**config.mk**
```make
export PLATFORM = sky130hd
export DESIGN_NAME = rx_deframer
export DESIGN_NICKNAME = d
export VERILOG_FILES = /design/src/rtl/rx_deframer.sv
export SDC_FILE = /design/constraint.sdc
export NUM_CORES = 1
export LEC_CHECK = 0
export ABC_CLOCK_PERIOD_IN_PS = 1800
export CORE_MARGIN = 8
export CORE_UTILIZATION = 49
export DETAILED_ROUTE_END_ITERATION = 7
export GPL_ROUTABILITY_DRIVEN = 1
export PLACE_DENSITY = 0.7
export SLEW_MARGIN = 10
export SYNTH_ARGS = -nofsm -noshare
export SYNTH_HDL_FRONTEND = slang
export SYNTH_SLANG_ARGS = --single-unit
```
**constraint.sdc**
```tcl
create_clock -name Clk -period 1.8 [get_ports Clk]
set_clock_uncertainty 0.05 [all_clocks]
set_input_delay 0.18 -clock Clk [delete_from_list [all_inputs] [get_ports Clk]]
set_output_delay 0.18 -clock Clk [all_outputs]
set_load 0.005 [all_outputs]
```
**src/rtl/rx_deframer.sv**
```systemverilog
// rtl/rx_deframer.sv - HDLC receive deframer: flag/abort detection, zero-bit destuffing, byte assembly
module rx_deframer (
  input  logic       Clk,
  input  logic       Rst,
  input  logic       RxEN,
  input  logic       Rx,
  output logic       Rx_FlagDetect,
  output logic       Rx_AbortDetect,
  output logic       Rx_ValidFrame,
  output logic [7:0] Rx_Data,
  output logic       Rx_NewByte,
  output logic       Rx_EoF,
  output logic       Rx_FrameError
);

  typedef enum logic [1:0] {S_IDLE, S_OPEN, S_FRAME} state_t;

  // Window holds the oldest bit in [0] and the newest in [7].
  localparam logic [7:0] FLAG_PAT  = 8'h7E;
  localparam logic [7:0] ABORT_PAT = 8'hFE;

  state_t     state_q, state_d;
  logic [7:0] win_q, win_d;
  logic       shifted_q, shifted_d;
  logic [2:0] fill_q, fill_d;
  logic [2:0] ones_q, ones_d;
  logic [2:0] idx_q, idx_d;
  logic [7:0] asm_q, asm_d;
  logic [7:0] data_q, data_d;
  logic       flag_q, flag_d;
  logic       abort_q, abort_d;
  logic       valid_q, valid_d;
  logic       newbyte_q, newbyte_d;
  logic       eof_q, eof_d;
  logic       ferr_q, ferr_d;

  logic       stage;
  logic       det_flag;
  logic       det_abort;
  logic       cand;
  logic [7:0] asm_next;

  always_comb begin
    state_d   = state_q;
    win_d     = win_q;
    shifted_d = RxEN;
    fill_d    = fill_q;
    ones_d    = ones_q;
    idx_d     = idx_q;
    asm_d     = asm_q;
    data_d    = data_q;
    flag_d    = 1'b0;
    abort_d   = 1'b0;
    newbyte_d = 1'b0;
    eof_d     = 1'b0;
    ferr_d    = 1'b0;
    // Lags the state by one edge so the level stays up through the abort cycle.
    valid_d   = RxEN && (state_q == S_FRAME);

    // The compare runs one edge after the window was updated.
    stage     = RxEN && shifted_q;
    det_flag  = stage && (win_q == FLAG_PAT);
    det_abort = stage && (win_q == ABORT_PAT);
    cand      = win_q[0];
    asm_next  = {cand, asm_q[7:1]};

    if (RxEN) begin
      win_d = {Rx, win_q[7:1]};
    end

    if (!RxEN) begin
      state_d = S_IDLE;
      fill_d  = 3'd0;
    end else if (det_flag || det_abort) begin
      fill_d  = 3'd0;
      ones_d  = 3'd0;
      idx_d   = 3'd0;
      asm_d   = 8'h00;
      flag_d  = det_flag;
      abort_d = det_abort;
      if (det_abort) begin
        state_d = S_IDLE;
      end else begin
        state_d = S_OPEN;
        if (state_q == S_FRAME) begin
          eof_d  = 1'b1;
          ferr_d = (idx_q != 3'd0);
        end
      end
    end else if (stage) begin
      if (fill_q != 3'd7) begin
        fill_d = fill_q + 3'd1;
      end else if (state_q != S_IDLE) begin
        if (!cand && (ones_q == 3'd5)) begin
          ones_d = 3'd0;
        end else begin
          ones_d  = cand ? ((ones_q == 3'd5) ? 3'd5 : ones_q + 3'd1) : 3'd0;
          asm_d   = asm_next;
          idx_d   = idx_q + 3'd1;
          state_d = S_FRAME;
          if (idx_q == 3'd7) begin
            data_d    = asm_next;
            newbyte_d = 1'b1;
          end
        end
      end
    end
  end

  always_ff @(posedge Clk) begin
    if (Rst) begin
      state_q   <= S_IDLE;
      win_q     <= 8'hFF;
      shifted_q <= 1'b0;
      fill_q    <= 3'd0;
      ones_q    <= 3'd0;
      idx_q     <= 3'd0;
      asm_q     <= 8'h00;
      data_q    <= 8'h00;
      flag_q    <= 1'b0;
      abort_q   <= 1'b0;
      valid_q   <= 1'b0;
      newbyte_q <= 1'b0;
      eof_q     <= 1'b0;
      ferr_q    <= 1'b0;
    end else begin
      state_q   <= state_d;
      win_q     <= win_d;
      shifted_q <= shifted_d;
      fill_q    <= fill_d;
      ones_q    <= ones_d;
      idx_q     <= idx_d;
      asm_q     <= asm_d;
      data_q    <= data_d;
      flag_q    <= flag_d;
      abort_q   <= abort_d;
      valid_q   <= valid_d;
      newbyte_q <= newbyte_d;
      eof_q     <= eof_d;
      ferr_q    <= ferr_d;
    end
  end

  assign Rx_FlagDetect  = flag_q;
  assign Rx_AbortDetect = abort_q;
  assign Rx_ValidFrame  = valid_q;
  assign Rx_Data        = data_q;
  assign Rx_NewByte     = newbyte_q;
  assign Rx_EoF         = eof_q;
  assign Rx_FrameError  = ferr_q;

endmodule

```
* Word-level counts from Yosys, hierarchy flattened *
Index checks and enable logic that the tools add are counted.

cells by class
  reductions and logical operators = 22
  equal/unequal tests = 8
  bitwise gates (word level) = 7
  add/subtract/negate cells = 3
  muxes and demuxes = 25

operators by type and width
  operator               number
  $mux W8                5
  $mux W3                12
  $mux W2                5
  $add A3 B1 Y3 const B  3
  $eq A8 B7 Y1 const B   1
  $eq A8 B8 Y1 const B   1
  $reduce_and A4 Y1      2
  $not A1 Y1             7
  $reduce_and A7 Y1      1
  $reduce_or A7 Y1       1
  $eq A3 B3 Y1 const B   2
  $reduce_bool A2 Y1     3
  $reduce_or A3 Y1       2
  $logic_and A1 B1 Y1    5
  $reduce_and A5 Y1      1
  $reduce_or A5 Y1       1
  $ne A2 B2 Y1 const B   2
  $reduce_or A4 Y1       1
  $mux W1                3
  $ne A3 B3 Y1 const B   1
  $reduce_bool A3 Y1     1
  $eq A2 B2 Y1 const B   1
  $reduce_and A2 Y1      1
  $reduce_or A2 Y1       1
  2 further kinds        2

storage, ports and cells
  flip-flop bits (word level) = 42
  logic and storage cells = 79

* Logic depth before layout (Yosys ltp) *
Gate-level depths: netlist of the first run.

  depth after elaboration = 8
  depth in mapped cells = 8
  depth with buffers taken out = 6

* Least setup slack after synthesis of the first run *
No wires, ideal clock.

  kind = reg2reg
  start = reg fill_q[0]
  end = reg data_q[0] (netlist: Rx_Data[0])
  path slack = -0.010 ns
  arrival = 1.644 ns
  cell stages (with the launch flop) = 9
  path buffers = 2
  setup time = 0.116 ns
  cells stage by stage = dfxtp_1 ha_1 ha_1 o21a_1 and2_1 buf_2 and3_1 buf_2 a31o_1

on the way
  cells in the longest elaborated chain, start to end = 3

ends and longest elaborated chain
  item                                line  source
  start: declaration                  25    logic [2:0] fill_q, fill_d;
  start signal: assignment            130   fill_q <= fill_d;
  $ne A3 B3 Y1                        91    if (fill_q != 3'd7) begin
  $not A1 Y1 (no source line)         -
  $reduce_and A7 Y1 (no source line)  -
  end signal: assignment              134   data_q <= data_d;
  end: declaration                    29    logic [7:0] data_q, data_d;

No other way between the ends.
A chain may end at the register's enable or synchronous reset.

* Worst setup path after layout of the first run *
  start = reg fill_q[0]
  end = reg data_q[6] (netlist: Rx_Data[6])

Same word-level chain as after synthesis.

==> impl_metrics.toml, run 1 <==
[critical_path]
max_fanout_on_critical_path = 14
critical_path.n_buffers_inverters = 1
end_kind = "register"
slowest_stage = "sky130_fd_sc_hd__dfxtp_4"
setup.worst_path.start_class = "register"
worstPathArrival_ns = 1.96
cpMostUsedCell = "sky130_fd_sc_hd__ha_4"
required_ns = 2.04
cp_slowest_stage_delay_ns = 0.38
worstSetupPathType = "reg2reg"
path_delay_family = "compound AO/OA/AOI/OAI gates"
path_cells = "ha_4 > ha_4 > o21a_1 > and2_1 > buf_6 > a311oi_1 > a31o_1"

[die]
die_height_um = 75.3
initial_utilization_pct = 51.2
die_area_um2 = 5660
ios = 18
rows = 21
core_area_um2 = 3360
die_w_um = 75.3

[pwr]
power_leakage_nw = 0.751
vdd.ir_drop.worst_uv = 530
totalPowerFinal_mw = 1.46
power.density_nw_per_um2 = 696

[synth]
post_synth.cell_area_avg_um2 = 9.10
synth-seq-area-share_pct = 47.7
yosysWarningCount = 0
synth.area.top_cells = "sky130_fd_sc_hd__dfxtp_1 (48%), sky130_fd_sc_hd__o21ai_0 (5.8%), sky130_fd_sc_hd__a21oi_1 (4.9%)"
ys_ff_latch = 41
postSynthNetCount = 198
post-synth-top-area-fraction_pct = 47.7
syn-cell-area_um2 = 1720
netlist_instances = 189
synth.distinct_cells = 35
synth_top_cell_by_area = "sky130_fd_sc_hd__dfxtp_1"

[cells_and_area]
final_common_cell = "sky130_fd_sc_hd__dfxtp_1"
final_net_count = 223
antenna_cells_inserted = 0
syn_to_final_growth_pct = 22.0
post_route_cells_drive_above_1_share_pct = 14.5
most-common-layout-cells = "sky130_fd_sc_hd__dfxtp_1 (39), sky130_fd_sc_hd__o21ai_0 (19), sky130_fd_sc_hd__a21oi_1 (17), sky130_fd_sc_hd__clkdlybuf4s50_1 (17)"

[routing]
drc = 0
detail_route.vias_per_cell = 5.57
drt-initial-drc-count = 117
wl_per_cell_um = 14.9
drt_pre_antenna_iters = 4
drt_wirelength_um = 3870
ant_nets = 0
vias = 1447

[clocking]
clk_pin_slew_worst_paths_ns = 0.11
cts_sinks = 41
post_cts_hold_buffer_count = 0
cts.htree.levels = 2
tritoncts = "yes"
total_cts_buffers = 5
clock_latency_ns = 0.34
max-clock-path-buffers = 2
post-cts-setup-buffer-count = 0
cts_root_buffer = "sky130_fd_sc_hd__clkbuf_4"

[timing]
maxClockFrequency_mhz = 582
final_slew_violations = 0
worst-slew-pin-transition_ns = 0.435
setup_repair_after_global_routing_missed_its_margin = "no"
report.final.setup_viol = 0
final.period_utilization_pct = 95.5
final.setup.tns_ns = 0
final.min_clock_period_ns = 1.72
relative_max_transition_margin_pct = 70.8
final_hold_viol_count = 0

[global_routing]
grt_antenna_before_repair = 0
grt_use_total_pct = 14.9
grt_first_pass_wirelength_um = 6590
gr-total-overflow = 0
pin_count_of_the_biggest_net_entering_global_routing = 18
number_of_global_route_vias_before_repair = 1535

[job]
maxCapViolations = 0

[place]
port-buffer-count = 17
dp.final_hpwl_um = 2740
globalplace.congestion = 0.834

[min_path]
hold_class = "in2reg"

[outcome]
run_status = "completed"
## flip-flops by register name (all words and copies together) (netlist names)
name	flops
asm_q	7
idx_q	3
fill_q	3
ones_q	3
Rx_AbortDetect	1
state_q	2
shifted_q	1
Rx_ValidFrame	1
Rx_FlagDetect	1
Rx_NewByte	1
win_q	8
Rx_FrameError	1
Rx_Data	8
Rx_EoF	1
## layout make-up
cell class                      count  area (um^2)
Clock buffer                        7         55.1
Timing Repair Buffer               33          302
Sequential cell                    41          826
Fill cell                         338         1260
Inverter                           14         52.6
Tap cell                           46         57.6
Multi-Input combinational cell    119          806
## synthesized netlist by cell type
master and n:
sky130_fd_sc_hd__and3_1 1, sky130_fd_sc_hd__buf_2 6, sky130_fd_sc_hd__nor2_1 3, sky130_fd_sc_hd__nor4b_1 1, sky130_fd_sc_hd__a21boi_0 1, sky130_fd_sc_hd__a21oi_2 1
sky130_fd_sc_hd__buf_6 1, sky130_fd_sc_hd__a21oi_1 17, sky130_fd_sc_hd__a31oi_1 2, sky130_fd_sc_hd__nand2_1 13, sky130_fd_sc_hd__or3_1 1, sky130_fd_sc_hd__or4_1 2
sky130_fd_sc_hd__inv_1 13, sky130_fd_sc_hd__nand2b_1 3, sky130_fd_sc_hd__o21ai_0 20, sky130_fd_sc_hd__dfxtp_1 41, sky130_fd_sc_hd__clkinv_1 1, sky130_fd_sc_hd__or3b_1 1
sky130_fd_sc_hd__o21a_1 1, sky130_fd_sc_hd__ha_1 5, sky130_fd_sc_hd__and2_1 3, sky130_fd_sc_hd__a22oi_1 1, sky130_fd_sc_hd__a311oi_1 8, sky130_fd_sc_hd__a31o_1 8
sky130_fd_sc_hd__clkbuf_2 1, sky130_fd_sc_hd__buf_1 1, sky130_fd_sc_hd__and3b_2 1, sky130_fd_sc_hd__and4_2 1, sky130_fd_sc_hd__nand4_1 1, sky130_fd_sc_hd__clkbuf_1 6
sky130_fd_sc_hd__nand3b_1 3, sky130_fd_sc_hd__nand3_1 11, sky130_fd_sc_hd__nand4bb_1 1, sky130_fd_sc_hd__mux2i_1 8, sky130_fd_sc_hd__nor3_1 1
## path summary, 6_finish.rpt
check / startpoint / to / slack (ns) / cells past startpoint
worst max register to register: fill_q[0] / Rx_Data[6] / 0.08 / 7
worst min-delay path: Rx / win_q[7] / 0.39 / 3
worst max-delay path: fill_q[0] / Rx_Data[6] / 0.08 / 7
worst min register to register: asm_q[6] / asm_q[5] / 0.45 / 2
## tightest hold or removal path, cell delays in order
cell and delay, ns:
sky130_fd_sc_hd__clkdlybuf4s50_1 0.46, sky130_fd_sc_hd__mux2i_1 0.06, sky130_fd_sc_hd__nand2_1 0.06
## logic make-up after synthesis
logic type | Yosys count | share of synthesized area (%)
buffers and inverters | 29 | 7.27
muxes | 8 | 4.65
AOI/OAI and AO/OA | 59 | 21.5
adders and majority gates | 5 | 3.64
and+or+nand+nor | 47 | 15.3
DFF | 41 | 47.7
## power by group
group          total, mW  internal [mW]  switching (mW)
Combinational     0.0788         0.0328          0.0460
Sequential         0.923          0.915         0.00890
Clock              0.458          0.185           0.273
Total               1.46           1.13           0.328
## per-layer routing
metal	wire (um)	GRT usage, %	share of wire, %
met5	0	0	0
met4	87	8.74	2.2
met3	134	5.19	3.5
met2	1920	24.8	50
met1	1730	16.0	45
## timing repair
| item | 4_1_cts | 5_1_grt |
|---|---|---|
| setup endpoints to repair | 1 | 23 |
| gates resized for setup | 1 | 13 |
| pin swaps | 1 | 4 |
| gates cloned | 0 | 1 |
## metrics by stage
stage	instances	hold WS [ns]	util, %	cell area (um^2)	setup slack, ns
2_1_floorplan	189	0.258	-	1720	0.0194
4_1_cts	259	0.386	60.9	2050	0.0116
5_1_grt	260	0.406	62.4	2100	0.00519
3_3_place_gp	252	0.419	59.2	1990	0.108
6_report	260	0.392	62.4	2100	0.0812
3_5_place_dp	252	0.429	59.2	1990	0.000734
Power figures use the tool's default switching activity.
==> inputs of run 2 (changes only) <==
CORE_ASPECT_RATIO = 1.25   (was default)
==> run 2 against run 1 <==
Against the previous run: largest power group unchanged; utilization fell by 1.2 points; final cell count fell by 2.7%; die area grew 0.21%; combinational power rose by 0.8%; first-iteration DRC count is 21% lower; largest cell class unchanged; wire length up 2.6%; critical path depth down 1; flip-flop and latch count unchanged.
==> impl_metrics.toml, run 2 (synthesized netlist as in run 1, its figures left out) <==
[cells_and_area]
final_common_cell = "sky130_fd_sc_hd__dfxtp_1"
final_net_count = 224
fill_cells = 311
syn_to_final_growth_pct = 21.7
post_route_cells_drive_above_1_share_pct = 15.4
final_util_pct = 61.2
design_area_um2 = 2090
antenna_cells_inserted = 0
most-common-layout-cells = "sky130_fd_sc_hd__dfxtp_1 (40), sky130_fd_sc_hd__o21ai_0 (20), sky130_fd_sc_hd__a21oi_1 (17), sky130_fd_sc_hd__clkdlybuf4s50_1 (17), sky130_fd_sc_hd__buf_4 (16)"

[outcome]
run_status = "completed"

[timing]
final_hold_viol_count = 0
final.setup.tns_ns = 0
maxClockFrequency_mhz = 576
report.final.setup_viol = 0
worst-slew-pin-transition_ns = 0.460
final.min_clock_period_ns = 1.74
layout_setup_ws_ns = 0.0641
relative_max_transition_margin_pct = 69.2
final.period_utilization_pct = 96.4
final_slew_violations = 0
setup_repair_after_global_routing_missed_its_margin = "yes"

[die]
core_area_um2 = 3420
ios = 18
rows = 24
die_area_um2 = 5680
die_w_um = 69
die_height_um = 82.3
initial_utilization_pct = 50.3

[routing]
detail_route.vias_per_cell = 5.83
drt_wirelength_um = 3970
drt_pre_antenna_iters = 4
wl_per_cell_um = 15.7
ant_nets = 0
drt-initial-drc-count = 93
vias = 1476
drc = 0

[place]
dp_slack_ns = 0.0557
globalplace.congestion = 0.825
dp.final_hpwl_um = 2900
place_area_um2 = 1990
port-buffer-count = 17

[clocking]
cts.htree.levels = 2
max-clock-path-buffers = 2
post_cts_hold_buffer_count = 0
tritoncts = "yes"
clk_pin_slew_worst_paths_ns = 0.07
total_cts_buffers = 5
clock_latency_ns = 0.29
cts_sinks = 41
cts_root_buffer = "sky130_fd_sc_hd__clkbuf_8"
post-cts-setup-buffer-count = 0

[critical_path]
max_fanout_on_critical_path = 5
setup.worst_path.start_class = "register"
end_kind = "register"
required_ns = 1.97
worstPathArrival_ns = 1.91
worstSetupPathType = "reg2reg"
rr_worst_depth = 6

[global_routing]
grt_antenna_before_repair = 0
gr-total-overflow = 0
grt_first_pass_wirelength_um = 6840
grt_use_total_pct = 14.5
pin_count_of_the_biggest_net_entering_global_routing = 18
number_of_global_route_vias_before_repair = 1487

[pwr]
power_leakage_nw = 0.762
totalPowerFinal_mw = 1.55
power.density_nw_per_um2 = 741
vdd.ir_drop.worst_uv = 680

[min_path]
timing.hold.worst_path_depth = 2
hold_class = "reg2reg"

[job]
maxCapViolations = 0
run 2: layout make-up:
cell class	instances	area, um^2	share of cell area [%]
clock inverter	1	5.00	0.239
multi-input combinational	119	802	38.3
inverter	14	52.6	2.51
timing repair buffer	34	295	14.1
clock buffer	5	68.8	3.29
sequential	41	822	39.2
tap	39	48.8	2.33
run 2: path summary, 6_finish.rpt:
path,startpoint,to,slack (ns)
max,fill_q[0],ones_q[2],0.06
min,asm_q[2],asm_q[1],0.44
max reg2reg,fill_q[0],ones_q[2],0.06
min reg2reg,asm_q[2],asm_q[1],0.44
run 2: stage by stage:
step           hold WS (ns)  instances
2_1_floorplan         0.258        189
3_5_place_dp          0.426        246
5_1_grt               0.465        253
3_3_place_gp          0.417        246
4_1_cts               0.446        252
6_report              0.444        253
run 2: what timing repair did:
action / 4_1_cts / 5_1_grt
gates resized for setup: 0 / 7
endpoints found under the hold margin: 0 / 0
endpoints found under the setup margin: 0 / 18
run 2: layer usage:
| metal | GRT usage, % | vias to the layer above | wire length (um) |
|---|---|---|---|
| met5 | 0 | - | 0 |
| met2 | 27.7 | 33 | 2150 |
| met1 | 14.8 | 711 | 1580 |
| met4 | 7.39 | 0 | 95 |
| li1 | - | 723 | - |
| met3 | 2.99 | 9 | 140 |
run 2: report_power, final:
part           internal, mW  leakage [nW]  total, mW  switching [mW]
Clock                 0.255        0.0399      0.549           0.294
Sequential            0.915         0.332      0.924         0.00861
Combinational        0.0328         0.391     0.0794          0.0467
run 2: critical path: stages, from the launching register on:
cell,delay (ns)
sky130_fd_sc_hd__dfxtp_2,0.34
sky130_fd_sc_hd__ha_1,0.15
sky130_fd_sc_hd__ha_2,0.20
sky130_fd_sc_hd__o21a_1,0.18
sky130_fd_sc_hd__a21oi_2,0.06
sky130_fd_sc_hd__or4_1,0.51
sky130_fd_sc_hd__a31oi_1,0.16
==> inputs of run 3 (changes only) <==
CORE_MARGIN = 3   (was 8)
RECOVER_POWER = 100   (was default)
==> run 3 against run 2 <==
Against the previous run: wire length down 1.6%; first-iteration DRC count down 54%; utilization up 2.2 points; non-clock buffer count down 3; via count down 1.7%; maximum frequency up 1.2%; count of clock-buffer cells in the layout unchanged; die area down 25%; cell area down 0.78%; flip-flop and latch count unchanged; total power up 2.3%; largest cell class unchanged; setup slack better by 0.021 ns.
==> impl_metrics.toml, run 3 (synthesized netlist as in run 1, its figures left out) <==
[pwr]
power.density_nw_per_um2 = 764
totalPowerFinal_mw = 1.59
power_leakage_nw = 0.799
vdd.ir_drop.worst_uv = 608

[routing]
wl_per_cell_um = 15.6
vias = 1451
drt_wirelength_um = 3910
drt-initial-drc-count = 43
drt_pre_antenna_iters = 4
ant_nets = 0
detail_route.vias_per_cell = 5.80
drc = 0

[timing]
final_hold_viol_count = 0
final.period_utilization_pct = 95.3
layout_setup_ws_ns = 0.0850
maxClockFrequency_mhz = 583
worst-slew-pin-transition_ns = 0.461
report.final.setup_viol = 0
final_slew_violations = 0
final.min_clock_period_ns = 1.71
relative_max_transition_margin_pct = 69.0

[clocking]
cts_sinks = 41
total_cts_buffers = 5
clk_pin_slew_worst_paths_ns = 0.08
max-clock-path-buffers = 2
tritoncts = "yes"
cts.htree.levels = 2
clock_latency_ns = 0.29
cts_root_buffer = "sky130_fd_sc_hd__clkbuf_8"

[cells_and_area]
syn_to_final_growth_pct = 20.8
final_common_cell = "sky130_fd_sc_hd__dfxtp_1"
post_route_cells_drive_above_1_share_pct = 13.1
layout.cells.non_filler = 250
design_area_um2 = 2080
most-common-layout-cells = "sky130_fd_sc_hd__dfxtp_1 (40), sky130_fd_sc_hd__o21ai_0 (20), sky130_fd_sc_hd__a21oi_1 (17)"
antenna_cells_inserted = 0
final_net_count = 221

[place]
port-buffer-count = 17
dp.final_hpwl_um = 2650
placed_cells_incl_taps = 241
place_area_um2 = 1960
dp_slack_ns = 0.0448
globalplace.congestion = 0.843

[die]
core_area_um2 = 3280
die_area_um2 = 4260
rows = 23
die_w_um = 59
ios = 18
die_height_um = 72.3
initial_utilization_pct = 52.4

[critical_path]
end_kind = "register"
required_ns = 1.97
setup.worst_path.start_class = "register"
worstSetupPathType = "reg2reg"
slowest_stage = "sky130_fd_sc_hd__or4_1"
worstPathArrival_ns = 1.89
cp_slowest_stage_delay_ns = 0.51
max_fanout_on_critical_path = 5
path_cells = "ha_1 > ha_4 > o21a_1 > a21oi_2 > or4_1 > a31oi_1"

[global_routing]
grt_use_total_pct = 20.3
number_of_global_route_vias_before_repair = 1487
gr-total-overflow = 0
grt_antenna_before_repair = 0
pin_count_of_the_biggest_net_entering_global_routing = 26
grt_first_pass_wirelength_um = 6650

[job]
maxCapViolations = 0

[min_path]
hold_class = "in2reg"

[outcome]
run_status = "completed"
==> run 3: cell count changes in the layout (fill, tap and decap cells not counted), sizes merged <==
cell           before  now
dlygate4sd3         0   15
clkinv              2    3
clkdlybuf4s50      17    2
clkbuf              5    6
buf                17   13
clkinvlp            0    1
==> run 3: worst paths after layout <==
kind / start / end / slack, ns / depth (start not counted)
setup / recovery: fill_q[1] / ones_q[2] / 0.09 / 6
hold reg to reg: asm_q[5] / asm_q[4] / 0.44 / 2
setup reg to reg: fill_q[1] / ones_q[2] / 0.09 / 6
hold / removal: Rx / win_q[7] / 0.44 / 3
==> run 3: where the power goes <==
part | total [mW] | internal [mW] | switching, mW
Combinational | 0.0741 | 0.0283 | 0.0458
Clock | 0.591 | 0.268 | 0.323
Sequential | 0.923 | 0.915 | 0.00821
==> run 3: cell type report <==
type	count	area, um^2
Multi-Input combinational cell	119	798
Timing Repair Buffer	31	273
Sequential cell	41	822
Inverter	14	52.6
Tap cell	37	46.3
Fill cell	280	1200
Clock inverter	3	17.5
Clock buffer	5	68.8
==> run 3: through the flow <==
step                hold WS [ns]  setup TNS [ns]  util, %
finish                     0.440               0     63.3
global route               0.456          -0.200     63.3
CTS                        0.442               0     62.5
detailed placement         0.432               0     59.9
global placement           0.417               0     59.9
floorplan                  0.258               0        -
==> run 3: timing repair <==
item                                    in CTS  in global routing
setup buffers                                0                  0
hold buffers                                 0                  0
endpoints found under the setup margin       0                 12
resized for setup                            0                  7
==> run 3: routing by layer <==
layer  track usage, %  up-vias  part of all wire [%]
met4             8.31        0                   1.5
met1             22.7      705                    42
met3             4.27        5                   2.9
met2             36.6       22                    54
li1                 -      719                     -
met5                0        -                     0
==> run 3: worst max-delay path, delay by kind of cell (launching register included) <==
kind,cells,cell delay [ns]
AO/OA/AOI/OAI,3,0.40
adder cells (fa/ha/maj),2,0.34
flip-flops,1,0.34
AND/OR/NAND/NOR,1,0.51
